## src/rtl/buzzer_arbiter.sv

```systemverilog
// Buzzer mode arbiter: grants IDLE/FREE/AUTO/LEARN and drives note, octave and LED outputs.
// Define BUZZER_ARB_MUTE_GAP_EN to insert a muted GAP of GAP_CYCLES between mode changes.
module buzzer_arbiter #(
    parameter int unsigned GAP_CYCLES  = 1000000,
    parameter int unsigned NOTE_CYCLES = 10000000
) (
    input  logic       clk,
    input  logic       reset,
    input  logic [1:0] mode_req,
    input  logic       mode_strobe,
    input  logic [3:0] free_note,
    input  logic [1:0] free_octave,
    input  logic [3:0] learn_note,
    input  logic [1:0] learn_octave,
    input  logic [3:0] auto_note,
    input  logic [1:0] auto_octave,
    input  logic       auto_valid,
    output logic       auto_ready,
    output logic [3:0] note_to_play,
    output logic [1:0] octave_out,
    output logic [6:0] led_out,
    output logic [1:0] active_mode,
    output logic       busy
);

    localparam int unsigned NOTE_W = $clog2(NOTE_CYCLES + 1);

    if (GAP_CYCLES < 1 || NOTE_CYCLES < 2) begin : g_bad_param
        $error("buzzer_arbiter: GAP_CYCLES must be >= 1 and NOTE_CYCLES >= 2");
    end

    typedef enum logic [2:0] {
        ST_IDLE  = 3'd0,
        ST_FREE  = 3'd1,
        ST_AUTO  = 3'd2,
        ST_LEARN = 3'd3
`ifdef BUZZER_ARB_MUTE_GAP_EN
        , ST_GAP = 3'd4
`endif
    } state_t;

    // Notes 8..15 are not playable and collapse to silence.
    function automatic logic [3:0] f_san(input logic [3:0] n);
        return (n > 4'd7) ? 4'd0 : n;
    endfunction

    function automatic logic [6:0] f_led(input logic [2:0] n);
        logic [7:0] l;
        l = 8'(8'd1 << n);
        return l[7:1];
    endfunction

    state_t            r_state;
    logic [1:0]        r_active_mode;
    logic [3:0]        r_note;
    logic [1:0]        r_octave;
    logic [6:0]        r_led;
    logic              r_auto_ready;
    logic [NOTE_W-1:0] r_hold_cnt;

    logic [3:0] w_free_n, w_learn_n, w_auto_n;
    logic       w_change, w_enter, w_gap_start;
    logic [1:0] w_tgt;

    assign w_free_n  = f_san(free_note);
    assign w_learn_n = f_san(learn_note);
    assign w_auto_n  = f_san(auto_note);
    assign w_change  = mode_strobe && (mode_req != r_active_mode);

`ifdef BUZZER_ARB_MUTE_GAP_EN
    localparam int unsigned GAP_W = $clog2(GAP_CYCLES + 1);
    logic [1:0]       r_pend;
    logic [GAP_W-1:0] r_gap_cnt;
    logic             r_busy;

    // A strobe inside GAP restarts the count, so it takes priority over the exit.
    always_comb begin
        w_enter     = 1'b0;
        w_gap_start = 1'b0;
        w_tgt       = mode_req;
        if (r_state == ST_GAP) begin
            w_tgt   = r_pend;
            w_enter = !mode_strobe && (r_gap_cnt == GAP_W'(GAP_CYCLES - 1));
        end else begin
            w_gap_start = w_change;
        end
    end

    always_ff @(posedge clk or negedge reset) begin
        if (!reset) begin
            r_pend    <= 2'b00;
            r_gap_cnt <= '0;
            r_busy    <= 1'b0;
        end else if (w_gap_start) begin
            r_pend    <= mode_req;
            r_gap_cnt <= '0;
            r_busy    <= 1'b1;
        end else if (w_enter) begin
            r_busy    <= 1'b0;
        end else if (r_state == ST_GAP) begin
            if (mode_strobe) begin
                r_pend    <= mode_req;
                r_gap_cnt <= '0;
            end else begin
                r_gap_cnt <= r_gap_cnt + GAP_W'(1);
            end
        end
    end

    assign busy = r_busy;
`else
    always_comb begin
        w_gap_start = 1'b0;
        w_tgt       = mode_req;
        w_enter     = w_change;
    end

    assign busy = 1'b0;
`endif

    always_ff @(posedge clk or negedge reset) begin
        if (!reset) begin
            r_state       <= ST_IDLE;
            r_active_mode <= 2'b00;
            r_note        <= 4'd0;
            r_octave      <= 2'b00;
            r_led         <= 7'd0;
            r_auto_ready  <= 1'b0;
            r_hold_cnt    <= '0;
        end else if (w_gap_start) begin
`ifdef BUZZER_ARB_MUTE_GAP_EN
            r_state      <= ST_GAP;
`endif
            r_note       <= 4'd0;
            r_octave     <= 2'b00;
            r_led        <= 7'd0;
            r_auto_ready <= 1'b0;
            r_hold_cnt   <= '0;
        end else if (w_enter) begin
            r_active_mode <= w_tgt;
            r_hold_cnt    <= '0;
            r_note        <= 4'd0;
            r_octave      <= 2'b00;
            r_led         <= 7'd0;
            r_auto_ready  <= 1'b0;
            case (w_tgt)
                2'b00: r_state <= ST_IDLE;
                2'b01: begin
                    r_state  <= ST_FREE;
                    r_note   <= w_free_n;
                    r_octave <= free_octave;
                    r_led    <= f_led(w_free_n[2:0]);
                end
                2'b10: begin
                    r_state      <= ST_AUTO;
                    r_auto_ready <= 1'b1;
                end
                default: begin
                    r_state  <= ST_LEARN;
                    r_note   <= w_learn_n;
                    r_octave <= learn_octave;
                    r_led    <= f_led(w_learn_n[2:0]);
                end
            endcase
        end else begin
            case (r_state)
                ST_FREE: begin
                    r_note   <= w_free_n;
                    r_octave <= free_octave;
                    r_led    <= f_led(w_free_n[2:0]);
                end
                ST_LEARN: begin
                    r_note   <= w_learn_n;
                    r_octave <= learn_octave;
                    r_led    <= f_led(w_learn_n[2:0]);
                end
                // auto_ready low means a note is being held for NOTE_CYCLES.
                ST_AUTO: begin
                    if (r_auto_ready) begin
                        if (auto_valid) begin
                            r_auto_ready <= 1'b0;
                            r_hold_cnt   <= '0;
                            r_note       <= w_auto_n;
                            r_octave     <= auto_octave;
                            r_led        <= f_led(w_auto_n[2:0]);
                        end
                    end else if (r_hold_cnt == NOTE_W'(NOTE_CYCLES - 1)) begin
                        r_auto_ready <= 1'b1;
                        r_note       <= 4'd0;
                        r_octave     <= 2'b00;
                        r_led        <= 7'd0;
                    end else begin
                        r_hold_cnt <= r_hold_cnt + NOTE_W'(1);
                    end
                end
                default: ;
            endcase
        end
    end

    assign auto_ready   = r_auto_ready;
    assign note_to_play = r_note;
    assign octave_out   = r_octave;
    assign led_out      = r_led;
    assign active_mode  = r_active_mode;

endmodule

```

## config.mk

```make
export PLATFORM = sky130hd
export DESIGN_NAME = buzzer_arbiter
export DESIGN_NICKNAME = d
export VERILOG_FILES = /design/src/rtl/buzzer_arbiter.sv
export SDC_FILE = /design/constraint.sdc
export NUM_CORES = 1
export LEC_CHECK = 0
export BUFFER_PORTS_ARGS = -buffer_cell sky130_fd_sc_hd__buf_2
export CORE_ASPECT_RATIO = 0.9
export CORE_UTILIZATION = 35
export CTS_CLUSTER_DIAMETER = 80
export DETAILED_ROUTE_END_ITERATION = 7
export GPL_ROUTABILITY_DRIVEN = 0
export PLACE_DENSITY = 0.62
export SETUP_SLACK_MARGIN = 0.1
export SLEW_MARGIN = 20
export SYNTH_ARGS = -nofsm -noshare
export SYNTH_HDL_FRONTEND = slang
export SYNTH_SLANG_ARGS = --single-unit
```

## constraint.sdc

```tcl
create_clock -name clk -period 2 [get_ports clk]
set_input_delay 0.1 -clock clk [delete_from_list [all_inputs] [get_ports clk]]
set_output_delay 0.1 -clock clk [all_outputs]
set_load 0.03 [all_outputs]
```

==> results.rst <==
.. list-table::
   :header-rows: 1

   * - Metric
     - Value
   * - Outcome
     - finished, violations left
   * - Violated checks
     - setup timing
   * - Num CTS Buffers
     - 5
   * - Core box area
     - 7620 um2
   * - Critical register-to-register path endpoint
     - led_out[4]
   * - Vias in the first global route
     - 2,358
   * - Buffer cell driving the clock tree root
     - clkbuf_8
   * - Share of synthesized flip-flops with an asynchronous set or reset
     - 100%
   * - Total length of routed wires
     - 7480 um
   * - Type of element launching the critical path
     - flip-flop
   * - Final instance count without filler cells
     - 478
   * - Die height
     - 86.6 um
   * - Final min period
     - 2170 ps
   * - Uppermost layer routed
     - met4
   * - Latest clock arrival within the worst-skew pair
     - 300 ps
   * - Combinational fraction of design power
     - 30.0%
   * - Vias post-DR
     - 2,670
   * - Gate count after technology mapping
     - 312
   * - Power share of the sequential group
     - 37.5%
   * - Least-Margin Pin Slew
     - 755 ps
   * - Count of cell types in the netlist
     - 56
   * - Critical path type
     - flip-flop to flip-flop
   * - Type of the most critical hold path
     - primary input to flip-flop
   * - Clock tree from TritonCTS
     - built
   * - Number of inserted filler cells in the final layout
     - 729
   * - Number of cells on the worst reg-to-reg path
     - 5
   * - Number of antenna violations at the first check in global routing
     - 0
   * - R2r setup slk
     - -170 ps
   * - Area of the multi-input gates
     - 1710 um2
   * - Required @ worst endpoint
     - 2180 ps
   * - Setup slack after layout
     - -172 ps
   * - Total DRC errors in the routed layout
     - 0
   * - P per Cell Area
     - 711 nW/um2
   * - Wire length of the first global-routing pass
     - 12,000 um
   * - Floorplan row count
     - 30
   * - Clk buf depth
     - 2
   * - Final worst path period share
     - 109%
   * - Final setup viols
     - 25
   * - Yosys warning count
     - 0
   * - Setup repair after global routing missed its margin
     - yes
   * - Post-synth EDFFs
     - 0
   * - Top library cells by usage in the layout, fill and taps aside
     - dfrtp_1 (40), buf_2 (39), buf_4 (37)
   * - Vias per inst
     - 5.59
   * - Sw frac
     - 31.5%
   * - Hold path startpoint
     - mode_strobe
   * - Final HPWL DP
     - 5290 um
   * - Achievable clock frequency
     - 0.460 GHz
   * - Count of nets left with antenna violations after detail routing
     - 0
   * - Net count after synthesis
     - 337
   * - Ys flop type
     - dfrtp_1
   * - Starting DRT DRC Count
     - 160
   * - Routed WL per cell
     - 15.6 um
   * - Dpl cells
     - 464
   * - Antenna cells
     - 0
   * - Post-synthesis sequential area ratio
     - 37.8%
   * - Wire length on met3
     - 557 um
   * - Post-synthesis cell area
     - 2780 um2
   * - Level count of the clock H-tree
     - 2
   * - Largest clock skew in the final design
     - 10.1 ps
   * - Most frequent standard cell in the layout excluding fill and tap cells
     - dfrtp_1
   * - Total gr overflow
     - 0
   * - Worst Hold End
     - active_mode[1]
   * - Leak Pwr
     - 0.00151 uW
   * - Final #Nets
     - 406
   * - Met2 WL post-DR
     - 3160 um
   * - Routed metal-1 wire length
     - 3700 um
   * - Worst IR drop on VDD
     - 0.368 mV
   * - CTS sink cnt
     - 42
   * - Relative slew margins
     - 49.7%
   * - Endpoint type of the worst setup path
     - flip-flop
   * - Number of synthesized register bits
     - 42
   * - Critical register-to-register path startpoint
     - r_hold_cnt[18]
   * - CP arrival
     - 2360 ps
   * - Sum Neg Setup Slack
     - -3150 ps
   * - Max Cap Violations
     - 0
   * - Clock transition time at the flip-flop clock pins of the worst setup and hold paths
     - 80 ps
   * - Area used by sequential logic in the layout
     - 1050 um2
   * - Final max-slew violation count
     - 0
   * - Switching Power
     - 812 uW
   * - Cell depth of the worst min-delay path
     - 2
   * - Largest net degree at the start of global routing
     - 34
   * - Full die area
     - 8310 um2
   * - Part of the total power dissipated in the clock network
     - 32.6%
   * - # IOs
     - 41
   * - Initial Utilization
     - 36.5%
   * - Overall Power
     - 2570 uW
   * - Area added between synthesis and finish
     - 30.1%
   * - Port Buf Inserts
     - 39
   * - Internal cell power
     - 1760 uW
   * - Worst hold margin
     - 102 ps
   * - Average instance area after synthesis
     - 8.92 um2
   * - Global-route total usage across every layer
     - 18.8%
   * - Number of iterations in the first detailed-routing pass
     - 5
   * - Maximum fanout encountered on the critical timing path
     - 7
   * - Final-report hold violation count
     - 0
   * - Fraction of layout cells with a size suffix above 1
     - 34.8%
   * - Die width
     - 96.0 um
==> layer usage <==
layer | vias to the layer above | global-route usage, %
met5 | - | 0
met3 | 5 | 2.54
met4 | 0 | 5.29
met2 | 101 | 25.1
met1 | 1258 | 30.5
li1 | 1306 | -
==> through the flow <==
stage               setup slack, ps  area (um2)  util [%]
finish                         -172        3620      47.5
global route                   -243        3620      47.5
detailed placement             -186        3320      43.6
CTS                            -147        3520      46.2
floorplan                      -143        2810         -
global placement               -158        3320      43.6
==> state kept, by name, summed over array words and instances, names as in the netlist <==
signal        cells
r_hold_cnt       24
r_state           2
octave_out        2
auto_ready        1
led_out           7
note_to_play      4
active_mode       2
==> Yosys cell counts (6+ instances only) <==
library cell	number	area, um2
a21oi_1	15	75.1
clkbuf_1	14	52.6
dfrtp_1	42	1050
inv_1	8	30.0
mux2_2	7	78.8
mux2_4	9	135
nand2_1	23	86.3
nand2b_1	9	56.3
nand3_1	19	95.1
nand3b_1	6	45.0
nand4_1	7	43.8
nor2_1	25	93.8
nor3_1	6	30.0
nor4_1	6	37.5
o21ai_0	18	90.1
o22ai_1	8	50.1
or3_1	9	56.3
or4_1	6	45.0
xnor2_1	9	78.8
==> worst max-delay path: stages (launching register included) <==
cell     delay [ps]
dfrtp_1         380
or4_1           510
or4_4           450
nor2_4          190
a31oi_4         200
mux2_4          340
==> final cells by class <==
class / instances / share of cell area [%]
Sequential cell: 42 / 29.1
Timing Repair Buffer: 83 / 15.5
Multi-Input combinational cell: 241 / 47.4
Clock inverter: 2 / 1.66
Clock buffer: 6 / 2.28
Inverter: 8 / 0.830
Tap cell: 96 / 3.32
==> kinds of logic (layout without fill, tap and decap cells) <==
logic type | Yosys count | after routing | synth area share [%]
AOI/OAI and AO/OA | 70 | 71 | 17.0
adders and majority gates | 1 | 1 | 0.450
DFF | 42 | 42 | 37.8
xor gates and xnor gates | 13 | 13 | 4.09
muxes | 16 | 16 | 7.69
buffers and inverters | 30 | 99 | 4.90
other | 1 | 1 | 0.135
and+or+nand+nor | 139 | 139 | 27.9
==> power groups by stage <==
| stage | registers, uW | logic (uW) | clock network, uW |
|---|---|---|---|
| 2_1_floorplan | 1070 | 371 | 0 |
| 3_3_place_gp | 981 | 704 | 0 |
| 3_5_place_dp | 979 | 714 | 0 |
| 4_1_cts | 965 | 748 | 857 |
| 5_1_grt | 971 | 830 | 885 |
| 6_report | 964 | 771 | 838 |
==> worst max path at each step <==
stage / from / endpoint / slack (ps) / cells past startpoint
2_1_floorplan: r_hold_cnt[18] / led_out[0] / -140 / 6
3_3_place_gp: r_hold_cnt[18] / led_out[2] / -160 / 5
3_5_place_dp: r_hold_cnt[18] / led_out[4] / -190 / 5
4_1_cts: r_hold_cnt[18] / led_out[3] / -150 / 5
5_1_grt: r_hold_cnt[18] / octave_out[0] / -240 / 5
6_report: r_hold_cnt[18] / led_out[4] / -170 / 5
==> what timing repair did <==
action                                  in CTS  in global routing
pin swaps                                    2                  3
gates cloned                                 2                  1
endpoints found under the setup margin      30                 38
hold endpoints to repair                    32                  0
gates resized for setup                      6                 24
hold buffers                                 1                  0
setup buffers                                1                  1
No activity file was read; power rests on OpenSTA's default activity.
